`config.mk`:
```
export PLATFORM = sky130hd
export DESIGN_NAME = qcw_ramp_gen
export DESIGN_NICKNAME = d
export VERILOG_FILES = /design/src/rtl/qcw_pkg.sv /design/src/rtl/qcw_edge_det.sv /design/src/rtl/qcw_ramp_gen.sv
export SDC_FILE = /design/constraint.sdc
export NUM_CORES = 1
export LEC_CHECK = 0
export CAP_MARGIN = 30
export CORE_ASPECT_RATIO = 0.8
export CORE_MARGIN = 2
export CORE_UTILIZATION = 55
export DETAILED_ROUTE_END_ITERATION = 10
export HOLD_SLACK_MARGIN = 0.15
export MAX_ROUTING_LAYER = met4
export PLACE_DENSITY = 0.75
export SKIP_LAST_GASP = 1
export SLEW_MARGIN = 20
export SYNTH_ARGS = -nofsm -noshare
export SYNTH_HDL_FRONTEND = slang
export SYNTH_SLANG_ARGS = --single-unit
```
`constraint.sdc`:
```
create_clock -name clk -period 4.9 [get_ports clk]
set_input_delay 0.735 -clock clk [delete_from_list [all_inputs] [get_ports clk]]
set_output_delay 0.735 -clock clk [all_outputs]
set_load 0.03 [all_outputs]
```
`src/rtl/qcw_pkg.sv`:
```
// qcw_pkg: shared state encoding and default widths for the QCW phase ramp generator
package qcw_pkg;
  localparam int PHASE_W_DEF = 8;
  localparam int STEP_CYC_W_DEF = 16;
  typedef enum logic [1:0] {IDLE, RAMP, HOLD} state_t;
endpackage

```
`src/rtl/qcw_edge_det.sv`:
```
// qcw_edge_det: single-flop rising-edge detector
module qcw_edge_det (
  input  logic clk,
  input  logic reset,
  input  logic sig,
  output logic rise
);
  // The flop records "input was seen low", so a level already high out of reset is not an edge
  logic armed;
  always_ff @(posedge clk) armed <= reset ? 1'b0 : ~sig;
  assign rise = sig & armed;
endmodule

```
`src/rtl/qcw_ramp_gen.sv`:
```
// qcw_ramp_gen: steps the QCW driver phase shift from start to end, one step per N resonant cycles
module qcw_ramp_gen
  import qcw_pkg::*;
#(
  parameter int PHASE_W = PHASE_W_DEF,
  parameter int STEP_CYC_W = STEP_CYC_W_DEF
) (
  input  logic                  clk,
  input  logic                  reset,
  input  logic                  qcw_start,
  input  logic                  qcw_done,
  input  logic                  qcw_halt,
  input  logic                  cycle_finished,
  input  logic [PHASE_W-1:0]    cfg_phase_start,
  input  logic [PHASE_W-1:0]    cfg_phase_end,
  input  logic [PHASE_W-1:0]    cfg_step,
  input  logic [STEP_CYC_W-1:0] cfg_cycles_per_step,
  output logic [PHASE_W-1:0]    phase_shift,
  output logic                  ramp_active,
  output logic                  ramp_done
);
  state_t state;
  logic start_rise, cyc_rise, up;
  logic [PHASE_W-1:0] sh_end, sh_step, nxt;
  logic [STEP_CYC_W-1:0] sh_cps, cnt, last;
  logic [PHASE_W:0] sum, diff;
  qcw_edge_det u_start (.clk(clk), .reset(reset), .sig(qcw_start), .rise(start_rise));
  qcw_edge_det u_cyc (.clk(clk), .reset(reset), .sig(cycle_finished), .rise(cyc_rise));
  // Extra bit catches overflow going up and borrow going down, both clamp to end
  always_comb begin
    up = sh_end > phase_shift;
    sum = {1'b0, phase_shift} + {1'b0, sh_step};
    diff = {1'b0, phase_shift} - {1'b0, sh_step};
    nxt = (sh_step == '0) ? sh_end :
          up ? ((sum >= {1'b0, sh_end}) ? sh_end : sum[PHASE_W-1:0]) :
               ((diff[PHASE_W] || diff <= {1'b0, sh_end}) ? sh_end : diff[PHASE_W-1:0]);
    last = (sh_cps == '0) ? '0 : sh_cps - STEP_CYC_W'(1);
  end
  always_ff @(posedge clk) begin
    if (reset) begin
      state <= IDLE;
      phase_shift <= '0;
      ramp_active <= 1'b0;
      ramp_done <= 1'b0;
      cnt <= '0;
      sh_end <= '0;
      sh_step <= '0;
      sh_cps <= '0;
    end else if (qcw_done || qcw_halt) begin
      state <= IDLE;
      phase_shift <= '0;
      ramp_active <= 1'b0;
      ramp_done <= 1'b0;
      cnt <= '0;
    end else begin
      case (state)
        IDLE: if (start_rise) begin
          sh_end <= cfg_phase_end;
          sh_step <= cfg_step;
          sh_cps <= cfg_cycles_per_step;
          phase_shift <= cfg_phase_start;
          cnt <= '0;
          state <= (cfg_phase_start == cfg_phase_end) ? HOLD : RAMP;
          ramp_active <= 1'b1;
          ramp_done <= cfg_phase_start == cfg_phase_end;
        end
        RAMP: if (cyc_rise) begin
          if (cnt >= last) begin
            cnt <= '0;
            phase_shift <= nxt;
            if (nxt == sh_end) begin
              state <= HOLD;
              ramp_done <= 1'b1;
            end
          end else cnt <= cnt + STEP_CYC_W'(1);
        end
        HOLD: ;
        default: state <= IDLE;
      endcase
    end
  end
endmodule

```
# Word level (Yosys, flattened, before mapping)

Cells that the tools add are included.

Register bits after elaboration: 62
Latch bits: 0
Bits in writable memories: 0
ROM bits: 0
Input bits: 46
Output and inout port bits: 10
Word-level logic and storage cells: 69
Memories kept: 0

$add $sub $neg: 4
$mul: 0
Div/mod/pow operators: 0
$lt $le $gt $ge: 4
Equal/unequal tests: 8
Shift operators: 0
Multiplexer cells: 24
Bitwise gates (word level): 6
Reduce and logical (&&, ||, !) cells: 13

Operator list:

| cell                  | count |
|---|---|
| $mux 16               | 4 |
| $mux 8                | 7 |
| $pmux 16 s2           | 1 |
| $add 16x1->16 const B | 1 |
| $eq 8x8->1            | 2 |
| $ge 16x16->1          | 1 |
| $logic_not 16->1      | 1 |
| $pmux 8 s2            | 1 |
| $sub 16x1->16 const B | 1 |
| $mux 2                | 5 |
| $reduce_and 5->1      | 2 |
| $add 8x8->9           | 1 |
| $ge 9x8->1            | 1 |
| $le 9x8->1            | 1 |
| $sub 8x8->9           | 1 |
| $gt 8x8->1            | 1 |
| $logic_not 8->1       | 1 |
| $ne 2x2->1 const B    | 4 |
| $pmux 2 s3            | 1 |
| $reduce_and 3->1      | 2 |
| $mux 1                | 4 |
| $not 1->1             | 4 |
| $reduce_and 4->1      | 1 |
| $and 1x1->1           | 2 |
| other kinds (8)       | 9 |

# Longest topological paths before layout

Gate-level depths: netlist of the first run.

Depth in word-level cells: 11
Depth in mapped cells: 20
Mapped depth without buffers: 17

# Hierarchy

From an unflattened synthesis of the first run, not the netlist that was laid out.

Cell total of the unflattened synthesis: 690
Area total of the unflattened synthesis: 5247.5 µm²

By module, submodules not included:

| module       | instances | cells an instance | area each (µm²) | seq. area each (µm²) |
|---|---|---|---|---|
| qcw_ramp_gen | 1         | 684               | 5187.5          | 1201.2 |
| qcw_edge_det | 2         | 3                 | 30.0            | 20.0 |

# Worst setup path before layout of the first run

Ideal clock, no wire load.

Path kind: register to register
From: reg sh_cps[0]
To: reg state[1]
Setup time: 0.116 ns
Arrival time: 3.641 ns
Path slack: 1.143 ns
Cell stages (with the launch flop): 19
Buffers on the path: 1
Period minus slack after synthesis: 3.757 ns
Path through: dfxtp_1 inv_1 ha_1 nand2_1 or2_2 or3_1 nor4_4 nand2b_1 nor3b_1 a21oi_1 ha_1 a21o_1 a211o_1 nor2_1 o2111ai_1 and3_1 buf_2 a41o_1 a41o_1

Cells in the longest elaborated chain, start to end: 5

RTL lines:

| what                                                     | line               | text |
|---|---|---|
| start, declared                                          | qcw_ramp_gen.sv:25 | `logic [STEP_CYC_W-1:0] sh_cps, cnt, last;` |
| start signal, assigned                                   | qcw_ramp_gen.sv:60 | `sh_cps <= cfg_cycles_per_step;` |
| $sub 16x1->16 / $logic_not 16->1 (equally long branches) | qcw_ramp_gen.sv:37 | `last = (sh_cps == '0) ? '0 : sh_cps - STEP_CYC_W'(1);` |
| $mux 16 (*)                                              | qcw_ramp_gen.sv:37 |  |
| $ge 16x16->1 (*)                                         | qcw_ramp_gen.sv:68 | `if (cnt >= last) begin` |
| $ne 2x2->1 (no line) (*)                                 | -                  |  |
| $reduce_and 5->1 (no line) (*)                           | -                  |  |
| end signal, assigned                                     | qcw_ramp_gen.sv:63 | `state <= (cfg_phase_start == cfg_phase_end) ? HOLD : RAMP;` |
| end, declared                                            | qcw_ramp_gen.sv:22 | `state_t state;` |

Mark *: on every way between the ends. The rest lies on a longest branch, timed or not.
A chain may end at the register's enable or synchronous reset.

# Final worst setup path of the first run

Ends and elaborated chain as after synthesis.

==> results of run 1 <==
## critical path: cells and delay by family, from the launching register on
family	cells	cell delay, ns
adder cells (fa/ha/maj)	2	0.48
AND/OR/NAND/NOR	8	1.95
AO/OA/AOI/OAI	6	1.30
flip-flops	1	0.34
buffers and inverters	1	0.07
## power breakdown
| group | switching [µW] | total [µW] | internal, µW |
|---|---|---|---|
| sequential | 7.83 | 518 | 510 |
| combinational | 162 | 290 | 128 |
| clock | 229 | 649 | 420 |
## final cells by class
cell class              count  area, µm²
multi-input cells         528       3560
fillers                   790       3010
flip-flops and latches     62       1240
repair buffers             59        596
clock buffers              11        253
well taps                 115        144
inverters                  36        135
clock inverters             5       57.6
## through the flow
| step | instances | hold slack [ns] | instance area [µm²] | util [%] |
|---|---|---|---|---|
| after floorplan | 653 | 0.453 | 5080 | - |
| after global placement | 798 | 0.452 | 5650 | 62.7 |
| after detailed placement | 800 | 0.461 | 5680 | 63.1 |
| after CTS | 816 | 0.476 | 5990 | 66.5 |
| after global routing | 816 | 0.518 | 5990 | 66.5 |
| final | 816 | 0.471 | 5990 | 66.5 |
## how the worst min path moves through the flow
stage / from / endpoint / slack [ns]
after floorplan: sh_end[5] / sh_end[5] / 0.45
after global placement: ramp_active / ramp_active / 0.45
after detailed placement: ramp_active / ramp_active / 0.46
after CTS: ramp_active / ramp_active / 0.48
after global routing: sh_cps[8] / sh_cps[8] / 0.52
final: ramp_active / ramp_active / 0.47
## sequential cells by signal, indices dropped and copies added (netlist names)
name / flops
sh_cps: 16
ramp_active: 1
sh_end: 8
u_cyc.armed: 1
ramp_done: 1
u_start.armed: 1
phase_shift: 8
sh_step: 8
state: 2
cnt: 16
## synth_stat cells, types with 3 or more instances
library cell / number / area share, %
sky130_fd_sc_hd__nand2_1: 110 / 8.1
sky130_fd_sc_hd__dfxtp_1: 62 / 24
sky130_fd_sc_hd__a21oi_1: 59 / 5.8
sky130_fd_sc_hd__ha_1: 58 / 14
sky130_fd_sc_hd__nor2_1: 50 / 3.7
sky130_fd_sc_hd__inv_1: 36 / 2.7
sky130_fd_sc_hd__xnor2_1: 30 / 5.2
sky130_fd_sc_hd__xor2_1: 24 / 4.1
sky130_fd_sc_hd__clkbuf_1: 17 / 1.3
sky130_fd_sc_hd__nor3_1: 17 / 1.7
sky130_fd_sc_hd__nand4_1: 14 / 1.7
sky130_fd_sc_hd__o21ai_0: 14 / 1.4
sky130_fd_sc_hd__nand3_1: 13 / 1.3
sky130_fd_sc_hd__nor2b_1: 10 / 1.2
sky130_fd_sc_hd__o211ai_1: 9 / 1.3
sky130_fd_sc_hd__a21o_1: 7 / 1.0
sky130_fd_sc_hd__nand2b_1: 7 / 0.86
sky130_fd_sc_hd__or3_1: 6 / 0.74
sky130_fd_sc_hd__and3_1: 5 / 0.62
sky130_fd_sc_hd__a211oi_1: 4 / 0.59
sky130_fd_sc_hd__buf_2: 4 / 0.39
sky130_fd_sc_hd__nor4_1: 4 / 0.49
sky130_fd_sc_hd__o2111ai_1: 4 / 0.69
sky130_fd_sc_hd__o21a_1: 4 / 0.59
sky130_fd_sc_hd__o21ai_1: 4 / 0.39
sky130_fd_sc_hd__o31ai_1: 4 / 0.59
sky130_fd_sc_hd__a211o_1: 3 / 0.52
sky130_fd_sc_hd__a21oi_2: 3 / 0.52
sky130_fd_sc_hd__a31oi_1: 3 / 0.37
sky130_fd_sc_hd__a32oi_1: 3 / 0.52
sky130_fd_sc_hd__and2_1: 3 / 0.37
sky130_fd_sc_hd__buf_4: 3 / 0.44
sky130_fd_sc_hd__buf_6: 3 / 0.67
sky130_fd_sc_hd__nand3b_1: 3 / 0.44
sky130_fd_sc_hd__or2_2: 3 / 0.37
sky130_fd_sc_hd__xnor2_2: 3 / 0.96
## cells by family after synthesis
group                    Yosys count  synth area share [%]
AO/OA/AOI/OAI                    150                  19.8
XOR/XNOR                          57                  10.3
adder cells (fa/ha/maj)           60                  15.1
buffers and inverters             63                  5.42
flip-flops                        62                  24.5
multiplexers                       2                 0.394
AND/OR/NAND/NOR                  259                  24.5
## layer usage
metal	track usage [%]	part of all wire (%)	vias up
met5	-	0	-
met1	44.7	49	2270
met2	42.1	41	223
met4	7.20	0.94	0
li1	-	-	2383
met3	6.68	9.1	17
==> summary.txt, run 1 <==
Cells and area
  – Share of post-route cells with drive strength above 1: 6.13%
  – Number of nets in the layout: 802
  – Most common cell after layout, fill and taps aside: sky130_fd_sc_hd__nand2_1
  – Layout overhead on the synthesized area: 17.9%
  – Most frequent cells in the layout: sky130_fd_sc_hd__nand2_1, sky130_fd_sc_hd__dfxtp_1, sky130_fd_sc_hd__a21oi_1
  – Inserted Diodes: 0

GRT
  – Maximum number of pins on one net before global-route repair: 37
  – Vias in the first global route: 4723
  – Total GRT Usage: 30.3%
  – Wire length of the first global-routing pass: 23600 µm
  – Number of antenna violations at the first check in global routing: 0
  – Remaining global-route overflow: 0

Setup path
  – Critical Path Slowest Stage Cell: sky130_fd_sc_hd__and3_1
  – Worst-case reg-to-reg path depth: 17
  – Peak per-stage delay on the critical path: 0.44 ns
  – Worst Setup Path Type: flop to flop
  – CP endpoint: state[1]
  – Startpoint Class: flop
  – Worst path cell trace: inv_1 -> ha_1 -> nand2_1 -> or2_2 -> or3_1 -> nor4_4 -> nand2b_1 -> nor3b_1 -> a21oi_1 -> ha_1 -> a21o_1 -> a211o_1 -> nor2_1 -> o2111ai_1 -> and3_1 -> a41o_1 -> a41o_1
  – R2R setup slack: 0.65 ns
  – Critical Path End Type: flop
  – Critical path required time: 5.13 ns
  – Arrival time at the worst endpoint: 4.48 ns
  – Largest fanout on the critical path: 16
  – Worst Setup SP: sh_cps[0]
  – Start of the worst register-to-register path: sh_cps[0]
  – Reg-to-Reg End: state[1]

Clock network
  – CTS Hold Buffers Added: 0
  – Clock transition at the register clock pins on the worst setup and hold paths after CTS: 0.05 ns
  – Max clock buf depth: 2
  – Total clock buffers created by CTS: 9
  – Number of sinks on the clock net: 62
  – TritonCTS clock tree: done
  – Number of buffers inserted by post-CTS setup repair: 0
  – Count of H-tree levels built during CTS: 3
  – Insertion delay to the later sink of the worst-skew pair: 0.33 ns
  – Cts repair resizes: 0
  – Clock root cell: sky130_fd_sc_hd__clkbuf_16

STA
  – Min setup slack post-route: 0.651 ns
  – Period Utilization, post-route: 86.7%
  – Timing-limited maximum frequency: 235 MHz
  – Min Tclk post-route: 4.25 ns
  – Setup Skew: 0.00712 ns
  – Setup total negative slack: 0 ns
  – Fin. Hold Viols: 0
  – Total setup violations reported at the end of the flow: 0
  – Headroom to the max-slew limit: 34.1%
  – RSZ-0062 raised after global routing: no
  – Worst Max-Slew Pin Slew: 0.986 ns
  – Max-slew violation count: 0

Placed design
  – Count of input and output buffers: 55
  – HPWL reported at the end of detailed placement: 11400 µm
  – Worst slack at placement: 0.646 ns
  – Final GP Congestion: 0.984

Min path
  – Class of the most critical hold timing path: flop to flop
  – Worst Hold Depth: 2

Status
  – Result of the run: completed

Logic synthesis
  – Number of enable-type register cells in the synthesized netlist: 0
  – Share of flip-flops with an asynchronous set or reset: 0%
  – #FFs+latches synth: 62
  – Synthesized instance count: 653
  – Most instantiated flip-flop cell in the synthesis netlist: sky130_fd_sc_hd__dfxtp_1
  – Syn_nets: 759
  – Total number of yosys warnings: 0
  – Netlist area before placement: 0.00508 mm²
  – Share of synthesized area occupied by flip-flops and latches: 24.5%
  – Number of distinct library cell variants in the gate-level netlist after synthesis: 70
  – Average cell area after synthesis: 7.77 µm²

Die
  – Width of the die: 111 µm
  – Area of the die: 0.0100 mm²
  – # IOs: 56
  – Effective utilization at floorplan: 56.4%
  – Number of cell rows: 31
  – Die height: 89.9 µm
  – Placeable Area: 0.00900 mm²

Detailed routing
  – Number of nets with antenna violations after detailed routing: 0
  – Via count of the routed design: 4893
  – DR pass1 iterations: 7
  – Number of DRC markers after the initial detailed-route iteration: 451
  – Via density per instance: 6.00
  – Detailed-route wire length per cell: 17.7 µm
  – Post-detailed-route DRC marker count: 0
  – Total routed wirelength: 14400 µm

Flow run
  – Max-cap violation count: 0

Power and ir drop
  – Power density cells: 243 mW/mm²
  – Static Leakage: 0.00231 µW
  – Worst voltage drop across the vdd grid: 0.250 mV
  – Total power consumption of the routed design: 1460 µW
Power figures use the tool's default switching activity.
==> inputs of run 2 (changes only) <==
--- a/config.mk
+++ b/config.mk
@@ -14,7 +14,6 @@
 export MAX_ROUTING_LAYER = met4
 export PLACE_DENSITY = 0.75
 export SKIP_LAST_GASP = 1
-export SLEW_MARGIN = 20
 export SYNTH_ARGS = -nofsm -noshare
 export SYNTH_HDL_FRONTEND = slang
 export SYNTH_SLANG_ARGS = --single-unit
==> constraint.sdc (replaced) <==
create_clock -name clk -period 5.1 [get_ports clk]
set_input_delay 0.765 -clock clk [delete_from_list [all_inputs] [get_ports clk]]
set_output_delay 0.765 -clock clk [all_outputs]
set_load 0.03 [all_outputs]
==> run 2 against run 1 <==
  * Count of clock-buffer cells in the layout is the same
  * Sequential share of layout area decreased by 0.13 points
  * Clock skew fell by 0.0024 ns
  * Fmax is 1.4% lower
  * Combinational power decreased by 3%
  * Global-route usage down 0.18 points
  * Routed wire length rose by 0.83%
  * Core utilization up 0.42 points
  * First-iteration DRC count grew 19%
  * Setup slack improved by 0.14 ns
  * Clock power increased by 3%
  * Flip-flop and latch count unchanged
  * Largest cell class unchanged
==> summary.txt, run 2 (same netlist as run 1, synthesis figures left out) <==
Setup path
  – Crit path top cell by count: sky130_fd_sc_hd__nand2_1
  – Critical Path Slowest Stage Cell: sky130_fd_sc_hd__and3_1
  – Critical path required time: 5.34 ns (+0.21 ns)
  – Critical Path End Type: flop
  – Worst Setup Path Type: flop to flop
  – Cell type group with the largest total delay on the critical path: simple AND/OR/NAND/NOR gates
  – Largest fanout on the critical path: 16 (unchanged)
  – Peak per-stage delay on the critical path: 0.64 ns (+0.20 ns)
  – Worst path cell trace: inv_1 -> ha_1 -> nand2_1 -> or2_2 -> or3_1 -> nor4_4 -> nand2_1 -> nand2_1 -> ha_1 -> o21ai_0 -> a211oi_1 -> nand2_1 -> o2111ai_1 -> and3_1 -> o21ai_0 -> a31oi_1
  – Total buffers and inverters traversed by the critical path: 1 (unchanged)
  – Startpoint Class: flop
  – Arrival time at the worst endpoint: 4.55 ns (+0.07 ns)

Min path
  – Class of the most critical hold timing path: flop to flop

Cells and area
  – Inserted Diodes: 0 (unchanged)
  – Largest registers ranked by flip-flop count: cnt: 16 flops, sh_cps: 16 flops
  – Final Instance Count excl. Fillers: 815 (-0.12%)
  – Most common cell after layout, fill and taps aside: sky130_fd_sc_hd__nand2_1
  – Final std cell area, no fill: 0.00602 mm² (+0.63%)
  – Most frequent cells in the layout: sky130_fd_sc_hd__nand2_1, sky130_fd_sc_hd__dfxtp_1, sky130_fd_sc_hd__a21oi_1
  – Number of nets in the layout: 802 (unchanged)
  – Utilization of the core after routing: 66.9% (+0.42 points)
  – Layout overhead on the synthesized area: 18.7%
  – Share of post-route cells with drive strength above 1: 6.00% (-0.13 points)

GRT
  – Number of antenna violations at the first check in global routing: 0 (unchanged)
  – Maximum number of pins on one net before global-route repair: 37 (unchanged)
  – Met1 global-route usage: 44.6% (-0.14 points)
  – Wire length of the first global-routing pass: 23300 µm (-1.4%)
  – Remaining global-route overflow: 0 (unchanged)
  – Global routing met2 resource utilization: 41.4% (-0.71 points)
  – Vias in the first global route: 4576 (-3.1%)
  – Total GRT Usage: 30.2% (-0.18 points)
  – Layer with the highest usage: met1
  – GRT met3 Usage: 6.68% (unchanged)

STA
  – Worst Max-Slew Pin Slew: 0.990 ns (+0.00432 ns)
  – RSZ-0062 raised after global routing: no
  – Total setup violations reported at the end of the flow: 0 (unchanged)
  – Min Tclk post-route: 4.31 ns (+0.0603 ns)
  – Max-slew violation count: 0 (unchanged)
  – Setup total negative slack: 0 ns (unchanged)
  – Timing-limited maximum frequency: 232 MHz (-1.4%)
  – Period Utilization, post-route: 84.5% (-2.2 points)
  – Fin. Hold Viols: 0 (unchanged)
  – Setup Skew: 0.00469 ns (-0.00243 ns)
  – Headroom to the max-slew limit: 33.9% (-0.29 points)

Flow run
  – Max-cap violation count: 0 (unchanged)

Die
  – Die height: 89.9 µm (unchanged)
  – # IOs: 56 (unchanged)
  – Width of the die: 111 µm (unchanged)
  – Effective utilization at floorplan: 56.4% (unchanged)
  – Placeable Area: 0.00900 mm² (unchanged)
  – Area of the die: 0.0100 mm² (unchanged)
  – Number of cell rows: 31 (unchanged)

Clock network
  – Number of sinks on the clock net: 62 (unchanged)
  – Max clock buf depth: 2 (unchanged)
  – Cts repair resizes: 0 (unchanged)
  – Count of H-tree levels built during CTS: 3 (unchanged)
  – Clock root cell: sky130_fd_sc_hd__clkbuf_16
  – TritonCTS clock tree: done
  – Insertion delay to the later sink of the worst-skew pair: 0.33 ns (about the same)
  – CTS Hold Buffers Added: 0 (unchanged)
  – Number of buffers inserted by post-CTS setup repair: 0 (unchanged)
  – Clock transition at the register clock pins on the worst setup and hold paths after CTS: 0.05 ns (about the same)
  – Total clock buffers created by CTS: 9 (unchanged)

Placed design
  – Final GP Congestion: 0.986 (+0.19%)
  – Count of input and output buffers: 55 (unchanged)
  – Number of cells in the design after placement: 800 (unchanged)
  – HPWL reported at the end of detailed placement: 11400 µm (+0.35%)
  – Post-Place Cell Area: 0.00570 mm² (+0.44%)

Power and ir drop
  – Worst voltage drop across the vdd grid: 0.239 mV (-4.3%)
  – Static Leakage: 0.00234 µW (+1.2%)
  – Power density cells: 240 mW/mm² (-1.4%)
  – Total power consumption of the routed design: 1450 µW (-0.79%)

Status
  – Result of the run: completed

Detailed routing
  – Via count of the routed design: 4920 (+0.55%)
  – Via density per instance: 6.04 (+0.68%)
  – Total routed wirelength: 14500 µm (+0.83%)
  – Post-detailed-route DRC marker count: 0 (unchanged)
  – Detailed-route wire length per cell: 17.8 µm (+0.96%)
  – Number of DRC markers after the initial detailed-route iteration: 538 (+19%)
  – DR pass1 iterations: 5 (-2)
  – Number of nets with antenna violations after detailed routing: 0 (unchanged)
## run 2: metrics by stage
step                setup slack [ns]  hold slack [ns]
floorplan                       1.34            0.453
global placement               0.999            0.452
detailed placement             0.850            0.484
CTS                            0.827            0.488
global route                   0.420            0.513
finish                         0.791            0.491
## run 2: final timing paths
path / from / end / slack (ns) / depth (start not counted)
worst max-delay path: sh_cps[0] / phase_shift[0] / 0.79 / 16
worst min-delay path: sh_step[3] / sh_step[3] / 0.49 / 2
worst max register to register: sh_cps[0] / phase_shift[0] / 0.79 / 16
worst min register to register: sh_step[3] / sh_step[3] / 0.49 / 2
## run 2: layout make-up
cell class	instances	area, µm²
Clock buffer	11	253
Clock inverter	4	70.1
Fill cell	793	2980
Inverter	36	135
Multi-Input combinational cell	528	3560
Sequential cell	62	1240
Tap cell	115	144
Timing Repair Buffer	59	621
## run 2: power by group
group	total, µW	switching, µW	internal [µW]
clock network	666	217	449
logic	282	158	124
registers	497	7.49	490
total	1450	382	1060
## run 2: layer usage
| metal | share of wire, % | wire length (µm) | up-vias |
|---|---|---|---|
| li1 | - | - | 2384 |
| met3 | 11 | 1550 | 24 |
| met1 | 48 | 6910 | 2250 |
| met2 | 40 | 5850 | 262 |
| met4 | 1.5 | 225 | 0 |
| met5 | 0 | 0 | - |
## run 2: worst min-delay path, cell delays in order, from the launching register on
cell	delay (ns)
sky130_fd_sc_hd__dfxtp_1	0.33
sky130_fd_sc_hd__nand2_1	0.06
sky130_fd_sc_hd__a21oi_1	0.05
